--- src/rtl/core_pipe_pkg.sv ---
// Shared definitions for the core pipeline registers: ctrl bundle layout and
// the handshake state encoding.
package core_pipe_pkg;

  localparam int unsigned CTRL_W = 8;

  // Bit positions inside the {MemtoReg, RegWrite, Branch, MemRead, MemWrite, ALUSrc, ALUOp} bundle.
  localparam int unsigned CTRL_MEMTOREG = 7;
  localparam int unsigned CTRL_REGWRITE = 6;
  localparam int unsigned CTRL_BRANCH   = 5;
  localparam int unsigned CTRL_MEMREAD  = 4;
  localparam int unsigned CTRL_MEMWRITE = 3;
  localparam int unsigned CTRL_ALUSRC   = 2;
  localparam int unsigned CTRL_ALUOP_HI = 1;
  localparam int unsigned CTRL_ALUOP_LO = 0;

  typedef enum logic [1:0] {
    ST_EMPTY = 2'd0,
    ST_BUSY  = 2'd1,
    ST_FULL  = 2'd2
  } state_t;

endpackage

--- src/rtl/pipe_payload_reg.sv ---
// One ID/EX payload entry: loads the whole instruction on load, and clear wipes
// only the ctrl bundle so a squashed entry degrades to a NOP.
module pipe_payload_reg
  import core_pipe_pkg::*;
#(
  parameter int unsigned XLEN    = 64,
  parameter int unsigned RIDX_W  = 5,
  parameter int unsigned FUNCT_W = 4
) (
  input  logic               clk,
  input  logic               reset,
  input  logic               load,
  input  logic               clr,
  input  logic [XLEN-1:0]    new_pc,
  input  logic [XLEN-1:0]    new_rs1_data,
  input  logic [XLEN-1:0]    new_rs2_data,
  input  logic [XLEN-1:0]    new_imm,
  input  logic [RIDX_W-1:0]  new_rs1,
  input  logic [RIDX_W-1:0]  new_rs2,
  input  logic [RIDX_W-1:0]  new_rd,
  input  logic [FUNCT_W-1:0] new_funct,
  input  logic [CTRL_W-1:0]  new_ctrl,
  output logic [XLEN-1:0]    pc,
  output logic [XLEN-1:0]    rs1_data,
  output logic [XLEN-1:0]    rs2_data,
  output logic [XLEN-1:0]    imm,
  output logic [RIDX_W-1:0]  rs1,
  output logic [RIDX_W-1:0]  rs2,
  output logic [RIDX_W-1:0]  rd,
  output logic [FUNCT_W-1:0] funct,
  output logic [CTRL_W-1:0]  ctrl
);

  // Data fields: plain load-enable register.
  always_ff @(posedge clk) begin
    if (!reset) begin
      pc       <= '0;
      rs1_data <= '0;
      rs2_data <= '0;
      imm      <= '0;
      rs1      <= '0;
      rs2      <= '0;
      rd       <= '0;
      funct    <= '0;
    end else if (load) begin
      pc       <= new_pc;
      rs1_data <= new_rs1_data;
      rs2_data <= new_rs2_data;
      imm      <= new_imm;
      rs1      <= new_rs1;
      rs2      <= new_rs2;
      rd       <= new_rd;
      funct    <= new_funct;
    end
  end

  // Ctrl bundle: clear wins over load.
  always_ff @(posedge clk) begin
    if (!reset) begin
      ctrl <= '0;
    end else if (clr) begin
      ctrl <= '0;
    end else if (load) begin
      ctrl <= new_ctrl;
    end
  end

endmodule

--- src/rtl/idex_pipe_stage.sv ---
// ID/EX pipeline stage with valid/ready handshake, one-entry skid buffer,
// branch-squash flush and a saturating stall counter.
module idex_pipe_stage
  import core_pipe_pkg::*;
#(
  parameter int unsigned XLEN    = 64,
  parameter int unsigned RIDX_W  = 5,
  parameter int unsigned FUNCT_W = 4,
  parameter int unsigned CNT_W   = 16
) (
  input  logic               clk,
  input  logic               reset,
  input  logic               flush,
  input  logic               in_valid,
  output logic               in_ready,
  input  logic [XLEN-1:0]    in_pc,
  input  logic [XLEN-1:0]    in_rs1_data,
  input  logic [XLEN-1:0]    in_rs2_data,
  input  logic [XLEN-1:0]    in_imm,
  input  logic [RIDX_W-1:0]  in_rs1,
  input  logic [RIDX_W-1:0]  in_rs2,
  input  logic [RIDX_W-1:0]  in_rd,
  input  logic [FUNCT_W-1:0] in_funct,
  input  logic [CTRL_W-1:0]  in_ctrl,
  output logic               out_valid,
  input  logic               out_ready,
  output logic [XLEN-1:0]    out_pc,
  output logic [XLEN-1:0]    out_rs1_data,
  output logic [XLEN-1:0]    out_rs2_data,
  output logic [XLEN-1:0]    out_imm,
  output logic [RIDX_W-1:0]  out_rs1,
  output logic [RIDX_W-1:0]  out_rs2,
  output logic [RIDX_W-1:0]  out_rd,
  output logic [FUNCT_W-1:0] out_funct,
  output logic [CTRL_W-1:0]  out_ctrl,
  output logic [CNT_W-1:0]   stall_cnt
);

  localparam logic [CNT_W-1:0] CNT_MAX = '1;

  state_t state;
  logic   accept, issue;
  logic   load_main, load_skid, from_skid;

  logic [XLEN-1:0]    skid_pc, skid_rs1_data, skid_rs2_data, skid_imm;
  logic [RIDX_W-1:0]  skid_rs1, skid_rs2, skid_rd;
  logic [FUNCT_W-1:0] skid_funct;
  logic [CTRL_W-1:0]  skid_ctrl, main_ctrl;

  assign accept = in_valid & in_ready;
  assign issue  = out_valid & out_ready;

  // Entry load strobes; flush suppresses every load.
  always_comb begin
    load_main = 1'b0;
    load_skid = 1'b0;
    from_skid = 1'b0;
    if (!flush) begin
      case (state)
        ST_EMPTY: load_main = accept;
        ST_BUSY: begin
          load_main = issue & accept;
          load_skid = accept & ~issue;
        end
        ST_FULL: begin
          load_main = issue;
          from_skid = issue;
        end
        default: ;
      endcase
    end
  end

  // Handshake FSM; out_valid and in_ready are registered alongside the state.
  always_ff @(posedge clk) begin
    if (!reset) begin
      state     <= ST_EMPTY;
      out_valid <= 1'b0;
      in_ready  <= 1'b1;
    end else if (flush) begin
      state     <= ST_EMPTY;
      out_valid <= 1'b0;
      in_ready  <= 1'b1;
    end else begin
      case (state)
        ST_EMPTY: begin
          if (accept) begin
            state     <= ST_BUSY;
            out_valid <= 1'b1;
          end
        end
        ST_BUSY: begin
          if (issue && !accept) begin
            state     <= ST_EMPTY;
            out_valid <= 1'b0;
          end else if (accept && !issue) begin
            state    <= ST_FULL;
            in_ready <= 1'b0;
          end
        end
        ST_FULL: begin
          if (issue) begin
            state    <= ST_BUSY;
            in_ready <= 1'b1;
          end
        end
        default: begin
          state     <= ST_EMPTY;
          out_valid <= 1'b0;
          in_ready  <= 1'b1;
        end
      endcase
    end
  end

  pipe_payload_reg #(.XLEN(XLEN), .RIDX_W(RIDX_W), .FUNCT_W(FUNCT_W)) u_skid (
    .clk          (clk),
    .reset        (reset),
    .load         (load_skid),
    .clr          (flush),
    .new_pc       (in_pc),
    .new_rs1_data (in_rs1_data),
    .new_rs2_data (in_rs2_data),
    .new_imm      (in_imm),
    .new_rs1      (in_rs1),
    .new_rs2      (in_rs2),
    .new_rd       (in_rd),
    .new_funct    (in_funct),
    .new_ctrl     (in_ctrl),
    .pc           (skid_pc),
    .rs1_data     (skid_rs1_data),
    .rs2_data     (skid_rs2_data),
    .imm          (skid_imm),
    .rs1          (skid_rs1),
    .rs2          (skid_rs2),
    .rd           (skid_rd),
    .funct        (skid_funct),
    .ctrl         (skid_ctrl)
  );

  // Main entry refills from the skid when draining FULL, else from ID.
  pipe_payload_reg #(.XLEN(XLEN), .RIDX_W(RIDX_W), .FUNCT_W(FUNCT_W)) u_main (
    .clk          (clk),
    .reset        (reset),
    .load         (load_main),
    .clr          (flush),
    .new_pc       (from_skid ? skid_pc       : in_pc),
    .new_rs1_data (from_skid ? skid_rs1_data : in_rs1_data),
    .new_rs2_data (from_skid ? skid_rs2_data : in_rs2_data),
    .new_imm      (from_skid ? skid_imm      : in_imm),
    .new_rs1      (from_skid ? skid_rs1      : in_rs1),
    .new_rs2      (from_skid ? skid_rs2      : in_rs2),
    .new_rd       (from_skid ? skid_rd       : in_rd),
    .new_funct    (from_skid ? skid_funct    : in_funct),
    .new_ctrl     (from_skid ? skid_ctrl     : in_ctrl),
    .pc           (out_pc),
    .rs1_data     (out_rs1_data),
    .rs2_data     (out_rs2_data),
    .imm          (out_imm),
    .rs1          (out_rs1),
    .rs2          (out_rs2),
    .rd           (out_rd),
    .funct        (out_funct),
    .ctrl         (main_ctrl)
  );

  // Stale ctrl left in main after a drain must read as a NOP bubble.
  assign out_ctrl = out_valid ? main_ctrl : '0;

  // Saturating count of cycles EX back-pressures a valid instruction.
  always_ff @(posedge clk) begin
    if (!reset) begin
      stall_cnt <= '0;
    end else if (out_valid && !out_ready && stall_cnt != CNT_MAX) begin
      stall_cnt <= stall_cnt + CNT_W'(1);
    end
  end

endmodule

--- config.mk ---
export PLATFORM = sky130hd
export DESIGN_NAME = idex_pipe_stage
export DESIGN_NICKNAME = d
export VERILOG_FILES = /design/src/rtl/core_pipe_pkg.sv /design/src/rtl/pipe_payload_reg.sv /design/src/rtl/idex_pipe_stage.sv
export SDC_FILE = /design/constraint.sdc
export NUM_CORES = 1
export LEC_CHECK = 0
export BUFFER_PORTS_ARGS = -buffer_cell sky130_fd_sc_hd__buf_4
export CORE_MARGIN = 4
export CORE_UTILIZATION = 50
export DETAILED_ROUTE_END_ITERATION = 16
export HOLD_SLACK_MARGIN = 0.1
export PLACE_DENSITY = 0.77
export SYNTH_ARGS = -nofsm -noshare
export SYNTH_HDL_FRONTEND = slang
export SYNTH_SLANG_ARGS = --single-unit
--- constraint.sdc ---
create_clock -name clk -period 5.4 [get_ports clk]
set_clock_uncertainty 0.15 [all_clocks]
set_input_delay 0.27 -clock clk [delete_from_list [all_inputs] [get_ports clk]]
set_output_delay 0.27 -clock clk [all_outputs]
set_load 0.01 [all_outputs]
==> results by group <==
Run status
  • Outcome: finished, violations left
  • Violated checks: slew limit

Layout
  • Area grow syn2layout: 39.6%
  • Layout net count: 3663
  • Design area: 33400 µm²
  • Layout cell share with drive strength beyond 1: 21.1%

Flow run
  • Max-cap violations: 0

Global route
  • Grt total ovfl: 0
  • Pin count of the biggest net entering global routing: 262
  • Global-route wire length before repair: 132000 µm
  • Vias in the first global route: 23300
  • Number of antenna violations at the first check in global routing: 28
  • Gr usage total: 31.6%

Placement
  • Placed Instance Area: 28300 µm²
  • HPWL Detailed: 48600 µm
  • Number of I/O port buffers: 588
  • Dpl ws: 2.28 ns
  • Placer Congestion: 0.831

Critical path
  • Crit path cell chain: a21boi_1 -> buf_4 -> o31ai_4 -> buf_12 -> a21oi_1 -> a311oi_1
  • Crit-path max cell delay: 0.62 ns
  • Critical Path Source Type: register
  • CP Data Required Time: 5.72 ns
  • Crit Path Class: reg -> reg
  • Setup crit end kind: register
  • Worst path slowest cell: dfxtp_1
  • Data arrival, critical path: 3.75 ns
  • Worst Path Max Fanout: 237

Logic synthesis
  • Avg Inst Size Synth: 8.90 µm²
  • Syn Nets: 2976
  • Count of cell types in the netlist: 41
  • Async set-or-reset flop fraction in the synthesized netlist: 0%
  • Number of flops mapped to enable cells by yosys: 0
  • Synth Instances: 2687
  • Yosys reg bits: 586
  • Post-Syn Area: 23900 µm²
  • Synth warn: 0
  • Synth area leader: dfxtp_1
  • Area share of the largest cell type after synthesis: 49.0%
  • Dominant cells by area after synthesis: dfxtp_1, a21oi_1, mux2i_1
  • Seq/Total Area, Yosys: 49.0%
  • Predominant post-synthesis flop cell: dfxtp_1

Power
  • Switching share of power: 25.2%
  • Logic pwr share: 13.8%
  • Leakage: 12.0 nW
  • Seq pwr share: 44.6%
  • Cell Pwr Density: 311 nW/µm²
  • Net load switching power: 0.00261 W
  • Clk pwr share: 41.6%
  • Peak supply drop: 0.286 mV
  • P_int: 0.00776 W

CTS
  • CTS resizes: 0
  • Root Driver: clkbuf_16
  • CTS tree: built
  • Clock buffer count from CTS: 59
  • Clk pin slew, worst setup/hold paths: 0.07 ns
  • Depth of the CTS H-tree: 2
  • Maximum buffer depth of the clock tree: 3
  • Clk sink count: 586
  • Worst-skew pair later-pin latency: 0.60 ns

STA
  • Worst Hold Slack: 0.302 ns
  • Final Max Tran Viols: 52
  • Worst setup margin: 1.97 ns
  • Max Clk Rate: 292 MHz
  • Worst Max-Slew Pin Slew: 1.52 ns
  • Final period utilization: 63.5%
  • Endpoints failing hold: 0
  • Slew headroom: -1.54%
  • Unrepaired setup endpoints after global routing: false
  • Setup TNS: 0 ns
  • Final setup vio count: 0
  • Min Tclk post-route: 3.43 ns

Detailed routing
  • Residual DRC: 0
  • Via count: 24300
  • 1st-iter DRT viols: 2523
  • Post-DRT Antenna Nets: 0
  • Drt pass-1 iters: 8
  • Vias per cell: 6.01
  • WL per Instance: 21.3 µm
  • Detailed Route WL: 86300 µm

Floorplanning
  • Die W: 227 µm
  • Chip Height: 227 µm
  • Core region area: 47000 µm²
  • Initial Util: 50.9%
  • Io pins: 589
  • Die Area: 51400 µm²
  • Site Rows: 79

Hold path
  • Worst min path class: reg -> reg
[logic make-up (layout without fill, tap and decap cells)]
| kind of cell | after synthesis | after routing | synth area share [%] |
|---|---|---|---|
| fa+ha+maj | 1 | 1 | 0.0523 |
| simple gates | 636 | 636 | 10.6 |
| flops | 586 | 586 | 49.0 |
| other cells | 0 | 21 | 0 |
| xor+xnor | 1 | 1 | 0.0366 |
| mux | 287 | 287 | 12.0 |
| buf+inv | 292 | 1025 | 5.06 |
| compound gates | 884 | 884 | 23.2 |
[critical path: cells and delay by family, from the launching register on]
kind,cells,cell delay (ns)
AOI/OAI and AO/OA,4,1.35
buffers and inverters,2,0.81
DFF,1,0.62
[state kept, by name, summed over array words and instances, names as in the netlist, 64 cells and up]
register	flops
u_main.imm	64
u_skid.rs2_data	64
u_skid.rs1_data	64
u_skid.imm	64
u_main.rs1_data	64
u_main.pc	64
u_main.rs2_data	64
u_skid.pc	64
[per-layer routing]
metal	vias up	share of wire [%]	track usage (%)
li1	11100	-	-
met1	11500	37	36.7
met2	1299	48	52.4
met3	364	9.8	10.8
met4	16	5.6	15.3
met5	-	0.11	0
[layout make-up]
type,instances,area (µm²)
Sequential cell,586,11700
Clock inverter,21,259
Clock buffer,86,1800
Tap cell,607,759
Inverter,5,33.8
Timing Repair Buffer,913,7760
Antenna cell,21,52.6
Fill cell,3163,13600
Multi-Input combinational cell,1809,11000
[synth_stat cells (2+ instances only)]
cell       instances
a2111oi_0          8
a21oi_1          581
a311oi_1         275
and2_1             9
and3_1             4
buf_1              2
buf_2             92
clkbuf_1         193
dfxtp_1          586
inv_1              4
mux2i_1          286
nand2_1          571
nand2b_1           2
nand3_1           18
nand4_1            4
nand4b_1           3
nor2_1             5
nor3_1             2
nor4_1             2
o21ai_0            8
o21bai_1           2
o31ai_1            3
or3_1              6
or4_1              4
[final timing paths]
path	start	slack, ns	to	cells after the start
setup / recovery	out_valid	1.97	u_main.rs2_data[40]	6
hold / removal	u_skid.pc[13]	0.30	u_skid.pc[13]	2
setup reg to reg	out_valid	1.97	u_main.rs2_data[40]	6
hold reg to reg	u_skid.pc[13]	0.30	u_skid.pc[13]	2
[metrics by stage]
step                      power (W)  instances  utilization, %
final                        0.0104       4048            71.1
after global routing         0.0107       4041            71.1
after CTS                    0.0104       4027            71.0
after detailed placement    0.00589       3617            60.2
after global placement      0.00585       3617            60.2
after floorplan             0.00530       2687               -
[power groups by stage]
stage | registers, W | clock network [W] | logic, W
floorplan | 0.00476 | 0 | 0.000536
global placement | 0.00470 | 0 | 0.00115
detailed placement | 0.00471 | 0 | 0.00119
CTS | 0.00462 | 0.00436 | 0.00138
global route | 0.00464 | 0.00454 | 0.00153
finish | 0.00463 | 0.00431 | 0.00143
[layout by cell type (no fill, tap or decap), types with 2 or more instances in the layout]
cell and n:
diode_2 21, buf_4 598, nor4_1 2, and3_1 3, a311oi_1 275, o21bai_1 2, nand2_1 571, o31ai_1 3
a2111oi_0 8, inv_8 2, clkbuf_16 61, nor2_1 4, nor3_1 2, mux2i_1 286, inv_1 3, nand3_1 17
clkbuf_1 7, clkinv_2 14, and2_1 9, nand2b_1 2, nand4_1 4, a21oi_1 581, or3_1 6, dlygate4sd3_1 303
or4_1 4, buf_12 12, dfxtp_1 586, bufinv_16 6, nand4b_1 3, clkbuf_8 18, o21ai_0 8
[what timing repair did]
item | in CTS | in global routing
hold endpoints to repair | 579 | 0
setup endpoints to repair | 0 | 0
hold buffers | 303 | 0
setup buffers | 0 | 0
Power figures use the tool's default switching activity.
